--- src/rtl/channel_reduce_pkg.sv ---
// Shared definitions for the streaming channel reducer: operator encodings and FSM states.
package channel_reduce_pkg;

    localparam int OP_ADD = 0;
    localparam int OP_MAX = 1;
    localparam int OP_MIN = 2;
    localparam int OP_XOR = 3;

    typedef enum logic [1:0] {
        REQ  = 2'd0,
        ACC  = 2'd1,
        WR   = 2'd2,
        DONE = 2'd3
    } state_t;

endpackage

--- src/rtl/channel_reduce_n_alu.sv ---
// Combinational fold operator: combines the running accumulator with one popped word.
module reduce_alu
    import channel_reduce_pkg::*;
#(
    parameter int WIDTH = 32,
    parameter int OP    = OP_ADD
) (
    input  logic [WIDTH-1:0] i_a,
    input  logic [WIDTH-1:0] i_b,
    output logic [WIDTH-1:0] o_y,
    output logic             o_carry
);

    logic [WIDTH:0] w_sum;

    assign w_sum = {1'b0, i_a} + {1'b0, i_b};

    // Select the operator; ties in MAX/MIN keep the accumulator operand
    always_comb begin
        o_y     = i_a;
        o_carry = 1'b0;
        case (OP)
            OP_ADD: begin
                o_y     = w_sum[WIDTH-1:0];
                o_carry = w_sum[WIDTH];
            end
            OP_MAX: begin
                if (i_b > i_a) o_y = i_b;
                else           o_y = i_a;
            end
            OP_MIN: begin
                if (i_b < i_a) o_y = i_b;
                else           o_y = i_a;
            end
            OP_XOR: begin
                o_y = i_a ^ i_b;
            end
            default: begin
                o_y     = i_a;
                o_carry = 1'b0;
            end
        endcase
    end

endmodule

--- src/rtl/channel_reduce_n.sv ---
// Streaming reducer: pops COUNT words from channel "in", folds them, pushes one result to "out".
module channel_reduce_n
    import channel_reduce_pkg::*;
#(
    parameter int WIDTH      = 32,
    parameter int COUNT      = 4,
    parameter int OP         = OP_ADD,
    parameter int CONTINUOUS = 1
) (
    input  logic             clk,
    input  logic             rst,
    output logic             valid,
    output logic             overflow,
    output logic [WIDTH-1:0] in_in_data,
    output logic             in_read_valid,
    output logic             in_rst,
    output logic             in_write_valid,
    input  logic [WIDTH-1:0] in_out_data,
    input  logic             in_read_ready,
    input  logic             in_write_ready,
    output logic [WIDTH-1:0] out_in_data,
    output logic             out_read_valid,
    output logic             out_rst,
    output logic             out_write_valid,
    input  logic [WIDTH-1:0] out_out_data,
    input  logic             out_read_ready,
    input  logic             out_write_ready
);

    localparam int                CNT_W    = $clog2(COUNT + 1);
    localparam logic [CNT_W-1:0] CNT_LAST = CNT_W'(COUNT - 1);
    localparam logic [CNT_W-1:0] CNT_ONE  = CNT_W'(1);

    state_t            r_state;
    logic [WIDTH-1:0]  r_acc;
    logic [CNT_W-1:0]  r_cnt;
    logic              r_overflow;
    logic              r_valid;
    logic              r_out_wv;
    logic [WIDTH-1:0]  w_fold;
    logic              w_carry;
    logic              w_unused;

    reduce_alu #(
        .WIDTH (WIDTH),
        .OP    (OP)
    ) u_alu (
        .i_a     (r_acc),
        .i_b     (in_out_data),
        .o_y     (w_fold),
        .o_carry (w_carry)
    );

    // The pop request follows channel readiness directly so a word can leave in the REQ cycle;
    // it is gated by rst so every output reads 0 while reset is held.
    assign in_read_valid   = (r_state == REQ) && in_read_ready && !rst;
    assign valid           = r_valid;
    assign overflow        = r_overflow;
    assign out_in_data     = r_acc;
    assign out_write_valid = r_out_wv;
    assign in_in_data      = {WIDTH{1'b0}};
    assign in_rst          = 1'b0;
    assign in_write_valid  = 1'b0;
    assign out_read_valid  = 1'b0;
    assign out_rst         = 1'b0;
    assign w_unused        = in_write_ready ^ out_read_ready ^ (^out_out_data);

    // Reduction FSM: request a word, fold it, push the result, then pulse or latch valid
    always_ff @(posedge clk or posedge rst) begin
        if (rst) begin
            r_state    <= REQ;
            r_acc      <= {WIDTH{1'b0}};
            r_cnt      <= {CNT_W{1'b0}};
            r_overflow <= 1'b0;
            r_valid    <= 1'b0;
            r_out_wv   <= 1'b0;
        end else begin
            case (r_state)
                REQ: begin
                    if (in_read_ready) r_state <= ACC;
                    else               r_state <= REQ;
                end
                ACC: begin
                    if (r_cnt == {CNT_W{1'b0}}) begin
                        r_acc      <= in_out_data;
                        r_overflow <= 1'b0;
                    end else begin
                        r_acc      <= w_fold;
                        r_overflow <= r_overflow | w_carry;
                    end
                    r_cnt <= r_cnt + CNT_ONE;
                    if (r_cnt == CNT_LAST) begin
                        r_state  <= WR;
                        r_out_wv <= 1'b1;
                    end else begin
                        r_state <= REQ;
                    end
                end
                WR: begin
                    if (out_write_ready) begin
                        r_out_wv <= 1'b0;
                        r_valid  <= 1'b1;
                        r_state  <= DONE;
                    end else begin
                        r_state <= WR;
                    end
                end
                DONE: begin
                    if (CONTINUOUS != 0) begin
                        r_valid <= 1'b0;
                        r_cnt   <= {CNT_W{1'b0}};
                        r_state <= REQ;
                    end else begin
                        r_state <= DONE;
                    end
                end
                default: begin
                    r_state <= REQ;
                end
            endcase
        end
    end

endmodule

--- config.mk ---
export PLATFORM = sky130hd
export DESIGN_NAME = channel_reduce_n
export DESIGN_NICKNAME = d
export VERILOG_FILES = /design/src/rtl/channel_reduce_pkg.sv /design/src/rtl/channel_reduce_n_alu.sv /design/src/rtl/channel_reduce_n.sv
export SDC_FILE = /design/constraint.sdc
export NUM_CORES = 1
export LEC_CHECK = 0
export BUFFER_PORTS_ARGS = -buffer_cell sky130_fd_sc_hd__buf_2
export CORE_UTILIZATION = 45
export CTS_BUF_LIST = sky130_fd_sc_hd__clkbuf_8 sky130_fd_sc_hd__clkbuf_16
export DETAILED_ROUTE_END_ITERATION = 7
export PLACE_DENSITY = 0.74
export SYNTH_ARGS = -nofsm -noshare
export SYNTH_HDL_FRONTEND = slang
export SYNTH_SLANG_ARGS = --single-unit
export TNS_END_PERCENT = 100
--- constraint.sdc ---
create_clock -name clk -period 6.2 [get_ports clk]
set_clock_uncertainty 0.2 [all_clocks]
set_input_delay 1.24 -clock clk [delete_from_list [all_inputs] [get_ports clk]]
set_output_delay 1.24 -clock clk [all_outputs]
set_load 0.03 [all_outputs]
==> results.md, run 1 <==
- Synth area leader: dfrtp_1
- TNS Setup: 0 ns
- FF-to-FF End: overflow
- Final setup fails: 0
- Tot Pwr: 2.53 mW
- Min Hold Slack: 0.294 ns
- Metal-1 WL: 3950 um
- Die area: 8650 sq um
- CP required: 6.16 ns
- H-tree depth: 2
- Starting Density: 47.3%
- Top sig layer: met4
- FILL cells: 790
- DR WL met3: 549 um
- Max cap viols: 0
- Hold endpoint: out_write_valid
- Cell area power density: 611 nW/um^2
- DR WL/cell: 13.9 um
- Post-CTS Hold Buffers: 0
- Post-synthesis async set-or-reset flop share: 100%
- Final Wtd Congestion: 0.892
- Grt total ovfl: 0
- Hold depth: 2
- Worst-case clock buffer depth: 2
- Slew HR: 51.5%
- Ports: 142
- CP startpoint kind: primary input
- Tcrit/Tclk final: 62.4%
- Synth unique cells: 56
- Via count: 3,435
- Via/cell ratio: 5.42
- Yosys reg bits: 40
- Peak supply drop: 0.000251 V
- Cells after Synth: 471
- Tot GR Track Use: 21.0%
- Pin count of the biggest net entering global routing: 41
- Detailed Routing Iterations Pass 1: 4
- Layout cells sized above 1: 17.5%
- Worst r2r path cells: 10
- Final instance area: 4140 sq um
- Die X: 93.0 um
- Clk_lat worst skew: 0.31 ns
- Commonest non-fill, non-tap cell in the layout: buf_2
- Met2 Routed Length: 4120 um
- Antenna violations before repair: 0
- Top-area cell type share of the netlist area: 26.8%
- First-pass GRT wire length: 14,600 um
- Number of synthesized flops with an enable pin: 0
- Synthesized area per cell: 7.92 sq um
- CTS tree: done
- Root Buffer: clkbuf_8
- Vias in the first global route: 3,140
- Tmin final: 3.87 ns
- Dpl ws: 2.03 ns
- CTS buffer count: 5
- RSZ-0062 raised after global routing: false
- Remaining antenna violation count after routing: 0
- Leak pwr: 2.03 nW
- Fin nets: 637
- DP HPWL: 6760 um
- Max Slew Vio Count: 0
- CTS-repair resized insts: 0
- Measured slew at the worst slew-check pin: 0.727 ns
- Max frequency: 259 MHz
- Dominant cells by area after synthesis: dfrtp_1, ha_1, a21oi_1
- Cell area after synthesis: 3730 sq um
- Post-synth top flop: dfrtp_1
- FF-to-FF setup slack: 2.96 ns
- Worst Hold Class: register to register
- Status: finished, final reports clean
- Finished Core Util: 52.5%
- WS Path Type: primary input to register
- Layout area overhead: 11.0%
- Hold path startpoint: out_write_valid
- Register area share after synthesis: 26.8%
- DR iter-0 viols: 203
- Core area: 7890 sq um
- Drt drc: 0
- Postcts setup bufs: 0
- Clk sinks: 40
- WP data arrival: 3.83 ns
- Buffers on Ports: 71
- Final hold violations: 0
- FF-to-FF Start: out_in_data[0]
- YS warnings: 0
- Row cnt: 32
- Commonest cells after routing, fill and taps aside: buf_2, a21oi_1, nand2_1
- Post-Route WL: 8780 um
- Crit end category: register
- Die Y: 93.0 um
- Clk pin slew, worst setup/hold paths: 0.09 ns
- Final worst slack: 2.33 ns
- Placed Cells: 626
- Placed instance area: 4020 sq um
- Diode count: 0
- Post-route insts no fill: 634
- Critical Path Fanout Max: 6
## worst max-delay path by stage
stage / from / to
final: in_out_data[0] / overflow
after global routing: in_out_data[0] / overflow
after CTS: in_out_data[0] / overflow
after detailed placement: in_out_data[0] / overflow
after global placement: in_out_data[0] / overflow
after floorplan: in_out_data[0] / out_in_data[16]
## cell families after synthesis
kind of cell	after synthesis	share of synthesized area, %
simple gates	141	16.9
other cells	1	0.101
flops	40	26.8
fa+ha+maj	36	12.3
buf+inv	64	10.1
mux	5	1.38
xor+xnor	20	4.70
compound gates	164	27.7
## final cells by class
cell class	instances	area [sq um]	share of cell area (%)
timing repair buffer	75	385	9.31
clock inverter	3	46.3	1.12
inverter	7	26.3	0.635
clock buffer	5	68.8	1.66
multi-input combinational	402	2480	60.0
sequential	40	1000	24.2
tap	102	128	3.08
## synth_stat cells, types with 3 or more instances
cell type,number
o31ai_1,3
nor3_1,8
a21oi_1,58
nor2_1,44
ha_1,35
o21ai_0,32
buf_4,36
a22oi_1,5
o21a_1,5
nor3b_1,3
inv_1,7
nand2_1,55
nand4_1,9
nor2b_1,4
xnor2_1,14
o21ai_1,7
clkbuf_1,16
a21o_1,16
nand3_1,4
nand2b_1,3
buf_1,3
o21bai_1,4
xor2_1,6
and3_1,3
mux2i_1,4
a31oi_1,7
dfrtp_1,40
or3_1,4
a221o_1,3
## flip-flops by register name (all words and copies together) (netlist names), named ones only
name             cells
out_in_data         32
out_write_valid      1
overflow             1
r_cnt                3
r_state              1
valid                1
## worst max-delay path, stage by stage
cell,delay [ns]
buf_2,0.11
ha_1,0.22
fa_1,0.41
a21o_1,0.23
a221o_2,0.38
a211oi_2,0.42
o211a_1,0.26
nor2_1,0.07
o21ai_1,0.27
or3_1,0.17
a211oi_1,0.06
## power breakdown
part           total, mW  switching [mW]  internal, mW
clock network      0.232           0.110         0.122
registers          0.497           0.107         0.390
logic               1.80            1.12         0.676
## per-layer routing
layer,vias up,track usage (%)
li1,1741,-
met1,1564,27.7
met2,115,34.4
met3,15,3.25
met4,0,8.46
met5,-,0
(Power assumes the default switching activity.)
==> run 2, diff against run 1 <==
clock period = 3.9 ns   (was 6.2 ns; I/O delays follow)
==> run 2 against run 1 <==
Sequential share of layout area fell by 0.066 points. Die area did not move. Count of clock-buffer cells in the layout did not move. Register-to-register slack got worse by 2.2 ns. Utilization rose by 0.14 points. Global-route usage rose by 0.12 points. Via count rose by 2.6%. Final area rose by 0.27%. Final cell count rose by 0.32%. Non-clock buffer count rose by 2. Worst hold slack got worse by 0.0091 ns. Critical endpoint unchanged.
==> results.md, run 2 (same netlist as run 1, synthesis figures left out) <==
- Drt drc: 0 (unchanged)
- Via count: 3,525 (+2.6%)
- Post-Route WL: 8770 um (-0.19%)
- Tmin final: 3.32 ns
- Postcts setup bufs: 0 (unchanged)
- CP startpoint kind: primary input
- Detailed Routing Iterations Pass 1: 4 (unchanged)
- Final Wtd Congestion: 0.913 (+2.3%)
- Commonest cells after routing, fill and taps aside: buf_2, a21oi_1, nand2_1
- Final setup fails: 0 (unchanged)
- Crit end category: register
- Post-route insts no fill: 636 (+0.32%)
- Max Slew Vio Count: 0 (unchanged)
- Layout cells sized above 1: 17.8% (+0.31 points)
- Buffers on Ports: 71 (unchanged)
- Die area: 8650 sq um (unchanged)
- Status: finished, final reports clean
- Final hold violations: 0 (unchanged)
- Fin nets: 639 (+0.31%)
- Max cap viols: 0 (unchanged)
- Commonest non-fill, non-tap cell in the layout: buf_2
- First-pass GRT wire length: 14,800 um (+1.0%)
- CTS tree: done
- Placed Cells: 628 (+0.32%)
- Clk sinks: 40 (unchanged)
- Root Buffer: clkbuf_8
- Starting Density: 47.3% (unchanged)
- Remaining antenna violation count after routing: 0 (unchanged)
- Post-CTS Hold Buffers: 0 (unchanged)
- Tcrit/Tclk final: 85.1%
- TNS Setup: 0 ns (unchanged)
- Antenna violations before repair: 0 (unchanged)
- DR WL/cell: 13.8 um (-0.51%)
- Tot GR Track Use: 21.1% (+0.12 points)
- Critical Path Fanout Max: 6 (unchanged)
- Ports: 142 (unchanged)
- Peak supply drop: 0.000385 V (+54%)
- RSZ-0062 raised after global routing: false
- WS Path Type: primary input to register
- CTS buffer count: 5 (unchanged)
- Die Y: 93.0 um (unchanged)
- Vias in the first global route: 3,282 (+4.5%)
- Clk pin slew, worst setup/hold paths: 0.08 ns (about the same)
- Max reg flops: 32 (unchanged)
- Grt total ovfl: 0 (unchanged)
- Clk_lat worst skew: 0.29 ns (-0.02 ns)
- Worst-case clock buffer depth: 2 (unchanged)
- Via/cell ratio: 5.54 (+2.3%)
- Measured slew at the worst slew-check pin: 0.652 ns (-0.0747 ns)
- Leak pwr: 2.04 nW (+0.45%)
- Layout area overhead: 11.3%
- Diode count: 0 (unchanged)
- CP required: 3.85 ns (-2.31 ns)
- DR iter-0 viols: 148 (-27%)
- Row cnt: 32 (unchanged)
- Die X: 93.0 um (unchanged)
- Core area: 7890 sq um (unchanged)
- H-tree depth: 2 (unchanged)
- DP HPWL: 6790 um (+0.37%)
- Slew HR: 56.3% (+4.8 points)
- CTS-repair resized insts: 0 (unchanged)
- Worst Hold Class: register to register
- WP data arrival: 3.26 ns (-0.57 ns)
- Cell area power density: 971 nW/um^2 (+59%)
- Max frequency: 301 MHz
- Pin count of the biggest net entering global routing: 41 (unchanged)
[run 2: cell types whose count changed in the layout (fill, tap and decap cells not counted), sizes merged]
cell    change
inv         -1
clkinv      +1
buf         +2
[run 2: metrics by stage]
stage	util [%]	power (mW)	setup WS, ns	cell area [sq um]	hold slack [ns]
after floorplan	-	3.04	0.575	3860	0.323
after global placement	51.2	3.62	0.314	4040	0.270
after detailed placement	51.2	3.67	0.310	4040	0.272
after CTS	52.6	4.04	0.624	4150	0.291
after global routing	52.6	4.42	0.457	4150	0.326
final	52.6	4.03	0.581	4150	0.285
[run 2: critical path, stage by stage]
cell and delay, ns:
buf_2 0.11, ha_1 0.21, fa_1 0.40, a21o_1 0.24, a221o_2 0.37, a211oi_2 0.22
buf_4 0.18, o211a_1 0.19, nor2_1 0.07, o21ai_1 0.26, or3_1 0.17, a211oi_1 0.06
[run 2: where the power goes]
part	switching, mW	leakage [nW]	internal, mW
combinational	1.80	1.50	1.09
clock	0.159	0.0541	0.190
sequential	0.165	0.480	0.621
total	2.13	2.04	1.90
[run 2: path summary, 6_finish.rpt]
kind                                   end             from  slack, ns  cells after the start
setup / recovery                  overflow   in_out_data[0]       0.58                     12
hold / removal             out_write_valid  out_write_valid       0.29                      2
setup reg to reg                  overflow   out_in_data[0]       0.76                     11
hold reg to reg            out_write_valid  out_write_valid       0.29                      2
max in group asynchronous   out_in_data[6]              rst       2.74                      3
min in group asynchronous       r_state[0]              rst       0.41                      3
[run 2: layout make-up]
class	count	area (sq um)
Sequential cell	40	1000
Clock buffer	5	68.8
Inverter	7	26.3
Timing Repair Buffer	77	400
Clock inverter	3	42.5
Multi-Input combinational cell	402	2480
Tap cell	102	128
Fill cell	776	3740
[run 2: per-layer routing]
metal  global-route usage (%)  up-vias  wire length, um  part of all wire, %
li1                         -     1761                -                    -
met1                     27.4     1656             4090                   47
met2                     36.2       94             4150                   47
met3                     3.33       14              367                  4.2
met4                     6.03        0              157                  1.8
met5                        0        -                0                    0
